<file path="config.mk">
export PLATFORM = sky130hd
export DESIGN_NAME = e_responder
export DESIGN_NICKNAME = d
export VERILOG_FILES = /design/src/rtl/e_responder.sv
export SDC_FILE = /design/constraint.sdc
export NUM_CORES = 1
export LEC_CHECK = 0
export CAP_MARGIN = 20
export CORE_MARGIN = 1
export CORE_UTILIZATION = 30
export CTS_CLUSTER_DIAMETER = 200
export DETAILED_ROUTE_END_ITERATION = 12
export PLACE_DENSITY = 0.58
export SYNTH_ARGS = -nofsm -noshare
export SYNTH_HDL_FRONTEND = slang
export SYNTH_SLANG_ARGS = --single-unit
</file>
<file path="constraint.sdc">
create_clock -name CLK -period 4.6 [get_ports CLK]
set_input_delay 0.46 -clock CLK [delete_from_list [all_inputs] [get_ports CLK]]
set_output_delay 0.46 -clock CLK [all_outputs]
set_load 0.03 [all_outputs]
</file>
<file path="src/rtl/e_responder.sv">
// 6800-style E-clock peripheral responder: 15 R/W scratch bytes plus a read-only access counter at index 0xF.
// Latency: VPA_n falls 1 CLK after a valid select; data moves in E phases 6..9 after VMA_n; VPA_n rises 1 CLK after AS_n.
// Backpressure: the initiator paces the cycle with VMA_n and AS_n; optional macro E_GEN_EN generates E locally instead of tracking a_E.
module e_responder #(
    parameter int E_PERIOD = 10
) (
    input  logic       CLK,
    input  logic       HARDRESET,
    input  logic       a_E,
    output logic       E_OUT,
    input  logic       AS_n,
    input  logic       RW,
    input  logic       LDS_n,
    input  logic       SEL,
    input  logic [3:0] ADDR,
    input  logic       VMA_n,
    input  logic [7:0] D_IN,
    output logic [7:0] D_OUT,
    output logic       D_OE,
    output logic       VPA_n,
    output logic       LOCKED
);

    localparam int PW = $clog2(E_PERIOD);
    // Last phase of the period, and the phase just before E rises (entry into ACCESS).
    localparam logic [PW-1:0] PH_LAST = PW'(E_PERIOD - 1);
    localparam logic [PW-1:0] PH_PRE  = PW'(E_PERIOD - 5);

    typedef enum logic [1:0] {IDLE, WAIT_VMA, ACCESS, DONE} state_t;

    logic [PW-1:0] phase;
    logic [PW-1:0] phase_nxt;
    state_t        state;
    logic [3:0]    idx;
    logic          rw_q;
    logic [7:0]    regs [0:14];
    logic [7:0]    acc_cnt;
    logic [7:0]    rd_dat;

    // Next E phase, wrapping at the end of the period.
    always_comb begin
        phase_nxt = (phase == PH_LAST) ? '0 : phase + 1'b1;
    end

`ifdef E_GEN_EN
    localparam logic [PW-1:0] PH_HI = PW'(E_PERIOD - 4);

    // Free-running local E: E_OUT is taken from the next phase so it is high exactly during phases 6..9.
    always_ff @(posedge CLK or posedge HARDRESET) begin
        if (HARDRESET) begin
            phase <= '0;
            E_OUT <= 1'b0;
        end else begin
            phase <= phase_nxt;
            E_OUT <= (phase_nxt >= PH_HI);
        end
    end

    assign LOCKED = 1'b1;
`else
    logic e_s1, e_s2, e_s3;

    // Synchronise a_E, lock on the first falling edge, then free-run without re-checking E.
    // The load value 2 accounts for the two synchroniser stages plus the edge-history stage.
    always_ff @(posedge CLK or posedge HARDRESET) begin
        if (HARDRESET) begin
            e_s1   <= 1'b0;
            e_s2   <= 1'b0;
            e_s3   <= 1'b0;
            phase  <= '0;
            LOCKED <= 1'b0;
        end else begin
            e_s1 <= a_E;
            e_s2 <= e_s1;
            e_s3 <= e_s2;
            if (!LOCKED) begin
                if (e_s3 && !e_s2) begin
                    phase  <= PW'(2);
                    LOCKED <= 1'b1;
                end
            end else begin
                phase <= phase_nxt;
            end
        end
    end

    assign E_OUT = 1'b0;
`endif

    // Register window read mux; index 0xF is the access counter.
    always_comb begin
        rd_dat = 8'h00;
        if (idx == 4'hF) rd_dat = acc_cnt;
        else             rd_dat = regs[idx];
    end

    // VPA/VMA/E handshake FSM with registered bus outputs and register file.
    always_ff @(posedge CLK or posedge HARDRESET) begin
        if (HARDRESET) begin
            state   <= IDLE;
            VPA_n   <= 1'b1;
            D_OE    <= 1'b0;
            D_OUT   <= 8'h00;
            idx     <= 4'h0;
            rw_q    <= 1'b0;
            acc_cnt <= 8'h00;
            for (int i = 0; i < 15; i++) regs[i] <= 8'h00;
        end else begin
            case (state)
                IDLE: begin
                    if (!AS_n && SEL && !LDS_n && LOCKED) begin
                        idx   <= ADDR;
                        rw_q  <= RW;
                        VPA_n <= 1'b0;
                        state <= WAIT_VMA;
                    end
                end
                WAIT_VMA: begin
                    if (AS_n) begin
                        VPA_n <= 1'b1;
                        state <= IDLE;
                    end else if (!VMA_n && phase == PH_PRE) begin
                        state <= ACCESS;
                        D_OE  <= rw_q;
                        if (rw_q) D_OUT <= rd_dat;
                    end
                end
                ACCESS: begin
                    if (AS_n) begin
                        VPA_n <= 1'b1;
                        D_OE  <= 1'b0;
                        state <= IDLE;
                    end else if (phase == PH_LAST) begin
                        if (!rw_q && idx != 4'hF) regs[idx] <= D_IN;
                        acc_cnt <= acc_cnt + 1'b1;
                        D_OE    <= 1'b0;
                        state   <= DONE;
                    end
                end
                DONE: begin
                    if (AS_n) begin
                        VPA_n <= 1'b1;
                        state <= IDLE;
                    end
                end
                default: state <= IDLE;
            endcase
        end
    end

endmodule

</file>
==> results.yml <==
pwr:
  ir_worst_vdd_mv: 0.2719
  p_leak_nw: 3.834
  pwr_density_cell_nw_per_um2: 404.7
  p_int_mw: 2.469
  swShare_pct: 26.74
  total_power_mw: 3.371
  power.share.clock_pct: 44.1
  p_seq_share_pct: 43.8
  p_switching_mw: 0.9012
  power_frac_comb_pct: 12.2
place:
  dp_hpwl_um: 10990
  placed_area_um2: 7696
  gp_congestion: 0.8045
  port_buffers: 30
final_layout:
  antenna_cells: 0
  final_core_util_pct: 35.59
  area_delta_synth_final_pct: 16.81
  drive_above_1_share_pct: 36.09
  finalInstanceArea_um2: 8329
  finalNetCount: 565
setup_path:
  arrival_ns: 3.08
  critPathSlowestCell: "nor2b_1"
  startpoint_type: "input port"
  critPathRequiredTime_ns: 4.91
  critPathCaptureType: "flip-flop"
  slowest_delay_ns: 0.68
  path_cells: "clkdlybuf4s50_1 > nor4b_1 > nand3_1 > nor2b_1 > mux2_2"
  critPathBufInv: 1
  cpLargestDelayFamily: "simple AND/OR/NAND/NOR gates"
  path_class: "input port to flip-flop"
  critPathMaxFanout: 9
global_routing:
  grt_pass1_vias: 4737
  grt_pass1_wl_um: 26860
  overflow: 0
  antenna_found_initial: 0
  grtUsageTotal_pct: 14.59
  grt_max_degree: 96
yosys:
  synth_most_common_cell: "dfrtp_1"
  synth_seq_cells: 153
  synth_top_area_share_pct: 53.34
  synth_nets: 550
  synth_ff_type: "dfrtp_1"
  synth_area_leaders: "dfrtp_1 (53%), mux2_2 (20%), mux4_2 (4.4%)"
  yosysTopAreaCell: "dfrtp_1"
  synthTopCellsByCount: "dfrtp_1 (152), mux2_2 (128), nand2_1 (34), clkbuf_1 (21), mux2i_1 (17)"
  synth_cells: 529
  seq_area_frac_synth_pct: 53.71
  async_flop_share_pct: 100.0
  yosys_warnings: 0
  netlist_area_um2: 7131
  ys_types: 53
  syn_avg_cell_area_um2: 13.48
  synth_edf_count: 0
clocking:
  cts_setup_buffers: 0
  cts_num_sinks: 153
  htree_levels: 4
  clkSlewWorstSetupHoldPaths_ns: 0.07
  cts_buffer_depth: 2
  ctsHoldBuffers: 0
  root_buffer: "clkbuf_16"
  cts_resized: 0
  cts_tree: "yes"
  insertion_delay_ns: 0.42
  cts_made_buffers: 17
detailed_routing:
  via_per_inst: 4.967
  route.met2.wl_um: 8103
  route.detailed.drc: 0
  wl_met1_um: 7344
  final_antenna_net_count: 0
  drt_iter0_drc: 329
  wl_um: 16540
  wire_per_inst_um: 18.88
  dr_wl_met3_um: 780
  dr.max_layer_used: "met4"
  num_vias: 4351
  drtPass1Iterations: 5
status:
  status: "completed"
timing:
  hold_viol: 0
  timing.final.crit_share_pct: 60.29
  setup_viol: 0
  clock-skew-final_ns: 0.007422
  clock.fmax_mhz: 360.6
  min_period_ns: 2.773
  rsz0062_at_grt: "false"
  finalMaxSlewViolations: 0
  worstMarginPinSlew_ns: 0.9998
  relSlewSlack_pct: 33.16
  finalSetupTns_ns: 0
die:
  dieArea_um2: 24390
  num_rows: 56
  core_area_um2: 23400
  dieHeight_um: 156.2
  fp.dieW_um: 156.2
  io_pins: 32
  start_util_pct: 30.47
job:
  maxCapViolCount: 0
hold_path:
  hold_path.class: "flip-flop to flip-flop"
-- flip-flops by register name, summed over array words and instances (netlist names) --
signal   count
LOCKED       1
e_s2         1
D_OE         1
idx          4
state        2
regs       120
rw_q         1
acc_cnt      8
VPA_n        1
e_s1         1
D_OUT        8
phase        4
e_s3         1
-- final cells by class --
| type | instances | area [um2] |
|---|---|---|
| Fill cell | 2284 | 15070 |
| Tap cell | 319 | 399.1 |
| Clock buffer | 18 | 439.2 |
| Multi-Input combinational cell | 331 | 3100 |
| Inverter | 6 | 27.53 |
| Sequential cell | 153 | 3831 |
| Timing Repair Buffer | 35 | 337.8 |
| Clock inverter | 14 | 193.9 |
-- worst reg2reg max path, cell delays in order, from the launching register on --
cell and delay [ns]:
dfrtp_1 0.48, nor4b_1 0.69, nand3_1 0.29, nor2b_1 0.68
mux2_2 0.41
-- power by group through the flow --
| stage | Clock (mW) | Combinational [mW] | Sequential (mW) |
|---|---|---|---|
| global placement | 0 | 0.411 | 1.50 |
| floorplan | 0 | 0.320 | 1.45 |
| global route | 1.57 | 0.446 | 1.48 |
| CTS | 1.51 | 0.414 | 1.48 |
| detailed placement | 0 | 0.412 | 1.50 |
| finish | 1.49 | 0.410 | 1.48 |
-- metrics by stage --
step | hold WS, ns | cells | setup WS, ns
final | 0.3490 | 876 | 1.827
after detailed placement | 0.3371 | 844 | 1.388
after CTS | 0.3519 | 876 | 1.828
after floorplan | 0.3312 | 529 | 0.02021
after global routing | 0.3673 | 876 | 1.632
after global placement | 0.3350 | 844 | 1.407
-- logic make-up (layout without fill, tap and decap cells) --
logic type / Yosys count / in the layout / synth area share (%)
buf+inv: 45 / 73 / 2.808
simple gates: 97 / 97 / 7.580
compound gates: 57 / 57 / 5.949
fa+ha+maj: 1 / 1 / 0.1754
mux: 168 / 168 / 28.86
flops: 153 / 153 / 53.71
xor+xnor: 7 / 7 / 0.8598
other cells: 1 / 1 / 0.05259
-- worst paths after layout --
path,startpoint,slack [ns],to,cells after the start
max,AS_n,1.83,regs[60],5
min,e_s1,0.35,e_s2,0
max reg2reg,state[0],1.93,regs[60],4
min reg2reg,e_s1,0.35,e_s2,0
max in group asynchronous,HARDRESET,3.02,regs[115],3
min in group asynchronous,HARDRESET,0.58,LOCKED,2
-- placed cells by master (no fill, tap or decap), types with 3 or more instances in the layout --
| cell | instances |
|---|---|
| mux2i_1 | 17 |
| mux4_2 | 14 |
| nor3_1 | 5 |
| dfrtp_1 | 151 |
| a211o_1 | 14 |
| nand4_1 | 3 |
| bufinv_16 | 4 |
| nand2b_1 | 4 |
| mux2_4 | 8 |
| clkdlybuf4s50_1 | 30 |
| o22a_1 | 8 |
| o21ai_0 | 14 |
| clkbuf_16 | 17 |
| and3_1 | 7 |
| clkinv_4 | 3 |
| mux2_2 | 128 |
| xnor2_1 | 5 |
| inv_1 | 5 |
| nand3_1 | 14 |
| nor2_1 | 4 |
| nand2_1 | 34 |
| buf_4 | 5 |
| nor2b_1 | 4 |
| nor4b_1 | 3 |
| nor2_2 | 4 |
| o221ai_1 | 8 |
| clkinv_2 | 3 |
| a21oi_1 | 4 |
| inv_6 | 3 |
-- routing by layer --
layer	global-route usage, %	up-vias
met1	18.61	2258
met2	24.32	107
met4	5.182	0
met5	0	-
li1	-	1962
met3	3.111	24
(Power assumes the default switching activity.)
